$ cat config.mk
export PLATFORM = sky130hd
export DESIGN_NAME = seg7_capture
export DESIGN_NICKNAME = d
export VERILOG_FILES = /design/src/rtl/seg7_capture.sv
export SDC_FILE = /design/constraint.sdc
export NUM_CORES = 1
export LEC_CHECK = 0
export ABC_AREA = 1
export BUFFER_PORTS_ARGS = -buffer_cell sky130_fd_sc_hd__clkbuf_2
export CAP_MARGIN = 20
export CORE_MARGIN = 2
export CORE_UTILIZATION = 40
export DETAILED_ROUTE_END_ITERATION = 8
export GPL_ROUTABILITY_DRIVEN = 1
export GPL_TIMING_DRIVEN = 1
export PLACE_DENSITY_LB_ADDON = 0.1
export SLEW_MARGIN = 10
export SYNTH_ARGS = -nofsm -noshare
export SYNTH_HDL_FRONTEND = slang
export SYNTH_SLANG_ARGS = --single-unit
export TNS_END_PERCENT = 30
$ cat constraint.sdc
create_clock -name clock -period 5.48 [get_ports clock]
set_clock_uncertainty 0.05 [all_clocks]
set_input_delay 0.548 -clock clock [delete_from_list [all_inputs] [get_ports clock]]
set_output_delay 0.548 -clock clock [all_outputs]
set_load 0.01 [all_outputs]
$ cat src/rtl/seg7_capture.sv
// Reads back four active-low seven-segment buses into a 16-bit value once the
// display has been stable for STABLE_CYCLES edges; reports lock, fault and bad digits.
module seg7_capture #(
  parameter int unsigned STABLE_CYCLES = 4
) (
  input  logic        clock,
  input  logic        clear,
  input  logic [6:0]  HEX0,
  input  logic [6:0]  HEX1,
  input  logic [6:0]  HEX2,
  input  logic [6:0]  HEX3,
  output logic [15:0] value,
  output logic        locked,
  output logic        fault,
  output logic [3:0]  bad_digit,
  output logic        update
);

  typedef enum logic [1:0] {
    SETTLING,
    LOCKED,
    FAULT
  } state_t;

  localparam logic [7:0]  RUN_MAX  = 8'(STABLE_CYCLES);
  localparam logic [27:0] SNAP_RST = {4{7'h7F}};

  // Returns {invalid, nibble}; only exact segment patterns decode.
  function automatic logic [4:0] decode_seg(input logic [6:0] seg);
    case (seg)
      7'h40:   return 5'h00;
      7'h79:   return 5'h01;
      7'h24:   return 5'h02;
      7'h30:   return 5'h03;
      7'h19:   return 5'h04;
      7'h12:   return 5'h05;
      7'h02:   return 5'h06;
      7'h78:   return 5'h07;
      7'h00:   return 5'h08;
      7'h10:   return 5'h09;
      7'h08:   return 5'h0A;
      7'h03:   return 5'h0B;
      7'h46:   return 5'h0C;
      7'h21:   return 5'h0D;
      7'h06:   return 5'h0E;
      7'h0E:   return 5'h0F;
      default: return 5'h10;
    endcase
  endfunction

  logic [27:0] cur;
  logic        same;
  logic        eval;
  logic [15:0] dec_val;
  logic [3:0]  dec_bad;

  state_t      state_q,  state_d;
  logic [27:0] snap_q,   snap_d;
  logic [7:0]  run_q,    run_d;
  logic [15:0] value_q,  value_d;
  logic        locked_q, locked_d;
  logic        fault_q,  fault_d;
  logic [3:0]  bad_q,    bad_d;
  logic        update_q, update_d;
  logic        first_q,  first_d;

  assign cur  = {HEX3, HEX2, HEX1, HEX0};
  assign same = (cur == snap_q);
  // Fires only on the edge the run count reaches its limit, never while saturated.
  assign eval = same && (run_q == RUN_MAX - 8'd1);

  always_comb begin
    logic [4:0] dec;
    dec     = '0;
    dec_val = '0;
    dec_bad = '0;
    for (int unsigned i = 0; i < 4; i++) begin
      dec                = decode_seg(cur[7*i +: 7]);
      dec_val[4*i +: 4]  = dec[3:0];
      dec_bad[i]         = dec[4];
    end
  end

  always_comb begin
    snap_d   = cur;
    state_d  = state_q;
    value_d  = value_q;
    locked_d = locked_q;
    fault_d  = fault_q;
    bad_d    = bad_q;
    update_d = 1'b0;
    first_d  = first_q;

    if (!same)                run_d = '0;
    else if (run_q >= RUN_MAX) run_d = RUN_MAX;
    else                      run_d = run_q + 8'd1;

    if (!same) begin
      state_d  = SETTLING;
      locked_d = 1'b0;
      fault_d  = 1'b0;
    end else if (state_q == SETTLING && eval) begin
      if (dec_bad == '0) begin
        state_d  = LOCKED;
        locked_d = 1'b1;
        bad_d    = '0;
        value_d  = dec_val;
        update_d = first_q || (dec_val != value_q);
        first_d  = 1'b0;
      end else begin
        state_d  = FAULT;
        fault_d  = 1'b1;
        bad_d    = dec_bad;
      end
    end
  end

  always_ff @(posedge clock or negedge clear) begin
    if (!clear) begin
      state_q  <= SETTLING;
      snap_q   <= SNAP_RST;
      run_q    <= '0;
      value_q  <= '0;
      locked_q <= 1'b0;
      fault_q  <= 1'b0;
      bad_q    <= '0;
      update_q <= 1'b0;
      first_q  <= 1'b1;
    end else begin
      state_q  <= state_d;
      snap_q   <= snap_d;
      run_q    <= run_d;
      value_q  <= value_d;
      locked_q <= locked_d;
      fault_q  <= fault_d;
      bad_q    <= bad_d;
      update_q <= update_d;
      first_q  <= first_d;
    end
  end

  assign value     = value_q;
  assign locked    = locked_q;
  assign fault     = fault_q;
  assign bad_digit = bad_q;
  assign update    = update_q;

endmodule

==> metrics.md, run 1 <==
| Metric | Value |
|---|---|
| WL/cell | `around 12 um` |
| Worst-path clk slew | `around 0.07 ns` |
| Area delta synth->final | `15.6%` |
| CTS buffer count | `9` |
| Yosys reg bits | `62` |
| Status | `completed` |
| Initial Util | `41.4%` |
| Top FF cell, synth | `dfrtp_1` |
| GR Overflow Total | `0` |
| TritonCTS clock tree | `done` |
| Vias per Instance | `4.72` |
| Initial DRC Count | `around 200` |
| Count leader, synth | `nand2_1` |
| Post-synth EDFFs | `0` |
| Clock Sinks | `62` |
| Hold Buf Count CTS | `0` |
| Share of layout cells above drive strength 1 | `18.1%` |
| Initial antenna violation count | `0` |
| Slew margin rel. | `45.7%` |
| Number of I/O port buffers | `52` |
| R2r setup slk | `2.78 ns` |
| Part of the cycle the worst path needs | `49.3%` |
| Post-DP HPWL | `7180 um` |
| Worst slack, placed | `2.53 ns` |
| Rows | `35` |
| Worst-Skew Late Latency | `0.35 ns` |
| Die Span X | `roughly 100 um` |
| First-pass GRT wire length | `between 15000 and 20000 um` |
| Root Driver | `clkbuf_8` |
| I/O Pins | `53` |
| Fin area | `0.00447 sq mm` |
| Max Freq | `370 MHz` |
| Peak supply drop | `~140 uV` |
| Pwr Total | `0.000972 W` |
| Synth unique cells | `33` |
| Type of the most critical hold path | `in -> reg` |
| Final setup fails | `0` |
| Drt pass-1 iters | `5` |
| Vias post-DR | `3631` |
| YS warnings | `0` |
| Crit path capture type | `register` |
| Sequential-to-total area share from yosys stat | `41.1%` |
| Hold Path Depth | `1` |
| Worst-margin pin slew | `0.812 ns` |
| Fin nets | `668` |
| Worst path required time | `5.66 ns` |
| N_diodes | `0` |
| Remaining antenna violation count after routing | `0` |
| Crit path arrival time | `2.89 ns` |
| Setup crit start kind | `register` |
| Resized cells post-CTS | `0` |
| Area leader, netlist | `dfrtp_1` |
| Setup TNS Final | `0 ns` |
| Die Area | `roughly 0.010 sq mm` |
| Setup bufs post-CTS | `0` |
| Core box area | `0.00933 sq mm` |
| Vias in the first global route | `3439` |
| Largest net degree at the start of global routing | `63` |
| Unrepaired setup endpoints after global routing | `no` |
| Gate Count Post-Synth | `~570` |
| Clock Path Buffers | `2` |
| Area after DPL | `0.00429 sq mm` |
| Synth Cell Area | `0.00386 sq mm` |
| Top-area cell type share of the netlist area | `21.4%` |
| Pins Over Slew Limit | `0` |
| Static Leak | `2.51 nW` |
| Min Tclk post-route | `about 2.7 ns` |
| Die H | `102 um` |
| Final WS setup | `2.78 ns` |
| Power Density | `218 mW/mm^2` |
| H-tree levels | `3` |
| Ranking of synthesized cells by area | `dfrtp_1 21%, nand2_1 20%, dfstp_2 20%` |
| Syn_area_per_cell | `6.77 sq um` |
| Worst setup startpoint | `snap_q[8]$_DFF_PN1_` |
| Largest fanout on the critical path | `19` |
| Commonest cells post-synth | `205 x nand2_1, 93 x nor2_1, 63 x inv_1` |
| Synth async-reset ratio | `100%` |
| Maxcap violations | `0` |
| Total Wirelength | `9460 um` |
| GPL Wtd Cong | `0.912` |
| Worst r2r src | `snap_q[8]$_DFF_PN1_` |
| All-layer global routing usage | `19.5%` |
| Endpoints failing hold | `0` |
| DRC viols | `0` |
| Critical hold path startpoint | `HEX1[5]` |
| Worst Reg-to-Reg Cells | `10` |
| Crit Path Category | `reg -> reg` |
layout make-up:
class | count | area, sq um
clock inverter | 7 | 58.8
inverter | 70 | 263
tap | 129 | 161
fill | 966 | 4860
clock buffer | 9 | 124
timing repair buffer | 53 | 268
sequential | 62 | 1590
multi-input combinational | 440 | 2010
per-stage QoR:
step	hold slack, ns	std cells	util (%)
3_3_place_gp	0.393	754	45.9
3_5_place_dp	0.408	754	45.9
5_1_grt	0.271	770	47.9
6_report	0.282	770	47.9
2_1_floorplan	0.202	575	-
4_1_cts	0.267	770	47.9
layout by cell type, fill, tap and decap left out, drive strengths merged, types with 3 or more instances in the layout:
master  instances
or2             3
dfrtp          33
nand2         207
nand3          50
xnor2          18
conb            5
nor2           98
dfstp          29
clkinv          3
a21oi           6
xor2            8
o21ai          16
clkbuf         61
inv            72
nor3            9
nand4           9
power by group:
group / switching, W / internal, W
clock: 0.000201 / 0.000169
sequential: 0.00000503 / 0.000478
combinational: 0.0000802 / 0.0000384
total: 0.000287 / 0.000686
cell families after synthesis:
kind of cell | synth area share (%)
simple gates | 41.3
compound gates | 3.59
xor+xnor | 5.89
other cells | 0.0970
buf+inv | 7.41
fa+ha+maj | 0.647
flops | 41.1
worst max-delay path, cell delays in order, from the launching register on:
cell and delay (ns):
dfstp_2 0.54, xnor2_1 0.11, nand2_1 0.11, nor2_1 0.11
nand2_1 0.08, nor3_2 0.27, nand2_2 0.18, nor3_4 0.66
nand2_4 0.30, nand2_1 0.14, nand2_1 0.05
flip-flops by register name, indices dropped and copies added, names as in the netlist:
register   count
value         16
fault          1
update         1
locked         1
first_q        1
run_q          8
bad_digit      4
state_q        2
snap_q        28
metal layers:
metal  global-route usage, %  vias up  wire, um
met5                       0        -         0
met4                    5.44        0       153
met3                    3.35       14       493
met2                    32.5       92      4430
met1                    26.1     1630      4380
li1                        -     1895         -
final timing paths:
check                                                 to
worst min register to register       first_q$_DFFE_PN1P_
worst max register to register      value[2]$_DFFE_PN0P_
worst max-delay path                value[2]$_DFFE_PN0P_
min in group asynchronous           value[3]$_DFFE_PN0P_
worst min-delay path                snap_q[12]$_DFF_PN1_
max in group asynchronous       bad_digit[2]$_DFFE_PN0P_
Power figures use the tool's default switching activity.
==> run 2, diff against run 1 <==
clock period = 2.4 ns   (was 5.48 ns; I/O delays follow)
==> run 2 against run 1 <==
  * Flip-flop and latch count unchanged
  * Power up 140%
  * Final cell count up 4.3%
  * Register-to-register slack worse by 2.5 ns
  * Largest power group unchanged
==> metrics.md, run 2 (synthesis gave the netlist of run 1 again) <==
| Metric | Value |
|---|---|
| Met1 usage | `26.2% (+0.045 points)` |
| Post-DP HPWL | `7480 um (+4.2%)` |
| CTS buffer count | `9 (unchanged)` |
| All-layer global routing usage | `20.1% (+0.63 points)` |
| Worst-Skew Late Latency | `0.34 ns (about the same)` |
| N_diodes | `0 (unchanged)` |
| Peak supply drop | `258 uV (+80%)` |
| H-tree levels | `3 (unchanged)` |
| Clock Path Buffers | `2 (unchanged)` |
| Total Wirelength | `9790 um (+3.5%)` |
| TritonCTS clock tree | `done` |
| Static Leak | `2.66 nW (+6.0%)` |
| Most used routing layer | `met2` |
| Most frequent cells in the layout | `205 x nand2_1, 87 x nor2_1, 63 x inv_1` |
| Clk pwr share | `40.1% (+2.0 points)` |
| Grt met2 use | `34.3% (+1.8 points)` |
| Largest fanout on the critical path | `19 (unchanged)` |
| Hold Slack | `0.0203 ns (-0.262 ns)` |
| Max reg flops | `28 (unchanged)` |
| Clock Sinks | `62 (unchanged)` |
| Largest net degree at the start of global routing | `37 (-41%)` |
| I/O Pins | `53 (unchanged)` |
| Final setup fails | `0 (unchanged)` |
| Fin nets | `701 (+4.9%)` |
| Reg with most FFs | `snap_q` |
| Switching share of power | `28.1% (-1.4 points)` |
| Max Freq | `~450 MHz` |
| Core box area | `0.00933 sq mm (unchanged)` |
| Slowest cell on the critical path | `dlygate4sd3_1` |
| Root Driver | `clkbuf_8` |
| Pins Over Slew Limit | `0 (unchanged)` |
| Pwr Total | `0.00236 W (+140%)` |
| Share of layout cells above drive strength 1 | `19.4% (+1.3 points)` |
| Crit path capture type | `register` |
| Setup crit start kind | `input port` |
| Vias post-DR | `3748 (+3.2%)` |
| Power Density | `489 mW/mm^2 (+120%)` |
| Maxcap violations | `0 (unchanged)` |
| Finished Layout Cells | `803 (+4.3%)` |
| Worst slack, placed | `0.262 ns (-2.27 ns)` |
| GPL Wtd Cong | `0.878 (-3.8%)` |
| Die Span X | `102 um (unchanged)` |
| Commonest non-fill, non-tap cell in the layout | `nand2_1` |
| GR Overflow Total | `0 (unchanged)` |
| Part of the power in registers | `46.7% (-3.0 points)` |
| Logic pwr share | `13.2% (+1.0 points)` |
| Worst path required time | `2.57 ns (-3.09 ns)` |
| Crit path top cell by count | `nand2_1` |
| Area delta synth->final | `25.1%` |
| Psw | `0.000663 W (+130%)` |
| Status | `completed` |
| Initial antenna violation count | `0 (unchanged)` |
| Drt pass-1 iters | `5 (unchanged)` |
| Total placed cells including tap cells | `758 (+0.53%)` |
| Endpoints failing hold | `0 (unchanged)` |
| Crit path arrival time | `2.41 ns (-0.48 ns)` |
| Initial Util | `41.4% (unchanged)` |
| Int Pwr | `0.00170 W (+150%)` |
| Min Tclk post-route | `2.24 ns` |
| Type of the most critical hold path | `in -> reg` |
| DRC viols | `0 (unchanged)` |
| Number of I/O port buffers | `52 (unchanged)` |
| Die Area | `0.0105 sq mm (unchanged)` |
| Part of the cycle the worst path needs | `between 90 and 100%` |
| Vias per Instance | `4.67 (-1.0%)` |
| Peak per-stage delay on the critical path | `0.53 ns (-0.13 ns)` |
| Vias in the first global route | `3438 (-0.029%)` |
| Worst-path clk slew | `0.07 ns (about the same)` |
| Worst path bufs/invs | `3 (+3)` |
| Initial DRC Count | `199 (-2.5%)` |
| First-pass GRT wire length | `16100 um (+1.3%)` |
| Cell family with most CP delay | `simple AND/OR/NAND/NOR gates` |
| Global routing usage on met3 | `3.42% (+0.068 points)` |
| Final WS setup | `0.164 ns (-2.61 ns)` |
| Crit Path Category | `in -> reg` |
| Rows | `35 (unchanged)` |
| Die H | `102 um (unchanged)` |
| Remaining antenna violation count after routing | `0 (unchanged)` |
| Cells along the critical path | `dlygate4sd3_1 -> clkbuf_2 -> xor2_1 -> nor2_1 -> nand4_1 -> nor3_2 -> nand2_2 -> nor3_4 -> buf_4 -> nand2_8 -> nand2_1 -> nand2_1` |
| WL/cell | `12.2 um (-0.74%)` |
run 2: cell count changes in the layout (fill, tap and decap cells not counted), moves of 2 or more:
cell and change:
buf_4 +8, dlygate4sd3_1 +25, clkinvlp_4 -2, nor2_1 -6
nor2_2 +5
run 2: what timing repair did:
action / in CTS / in global routing
hold buffers: 25 / 0
setup endpoints to repair: 0 / 19
setup buffers: 0 / 4
resized for setup: 0 / 10
endpoints found under the hold margin: 47 / 0
run 2: final cells by class:
cell class / instances / area (sq um)
fillers: 962 / 4490
well taps: 129 / 161
multi-input cells: 440 / 2040
flip-flops and latches: 62 / 1590
inverters: 70 / 265
clock buffers: 9 / 124
repair buffers: 86 / 578
clock inverters: 7 / 78.8
run 2: routing by layer:
layer	vias up	share of wire [%]
li1	1962	-
met5	-	0
met4	0	0.74
met3	4	2.9
met2	80	48
met1	1702	48
run 2: worst reg2reg max path, stage by stage (launching register included):
cell     delay [ns]
dfstp_2        0.53
xnor2_1        0.11
nand4_1        0.24
nor3_2         0.26
nand2_2        0.15
nor3_4         0.23
buf_4          0.17
nand2_8        0.11
nand2_1        0.08
nand2_1        0.05
run 2: path summary, 6_finish.rpt:
check / start / end / slack (ns) / cells after the start
hold reg to reg: first_q$_DFFE_PN1P_ / first_q$_DFFE_PN1P_ / 0.41 / 2
min in group asynchronous: clear / snap_q[12]$_DFF_PN1_ / 0.42 / 2
setup / recovery: HEX1[3] / value[6]$_DFFE_PN0P_ / 0.16 / 12
hold / removal: HEX1[4] / snap_q[11]$_DFF_PN1_ / 0.02 / 1
setup reg to reg: snap_q[3]$_DFF_PN1_ / value[6]$_DFFE_PN0P_ / 0.31 / 9
max in group asynchronous: clear / snap_q[8]$_DFF_PN1_ / 1.35 / 3
run 2: power groups by stage:
stage / sequential [W] / combinational, W / clock (W)
floorplan: 0.00112 / 0.000156 / 0
global placement: 0.00112 / 0.000276 / 0
detailed placement: 0.00112 / 0.000277 / 0
CTS: 0.00110 / 0.000310 / 0.000986
global route: 0.00111 / 0.000355 / 0.00104
finish: 0.00110 / 0.000312 / 0.000949
run 2: metrics by stage:
stage	area (sq um)	util [%]	setup TNS [ns]
floorplan	3880	-	0
global placement	4320	46.3	0
detailed placement	4320	46.3	0
CTS	4770	51.1	0
global route	4840	51.8	-0.000589
finish	4840	51.8	0
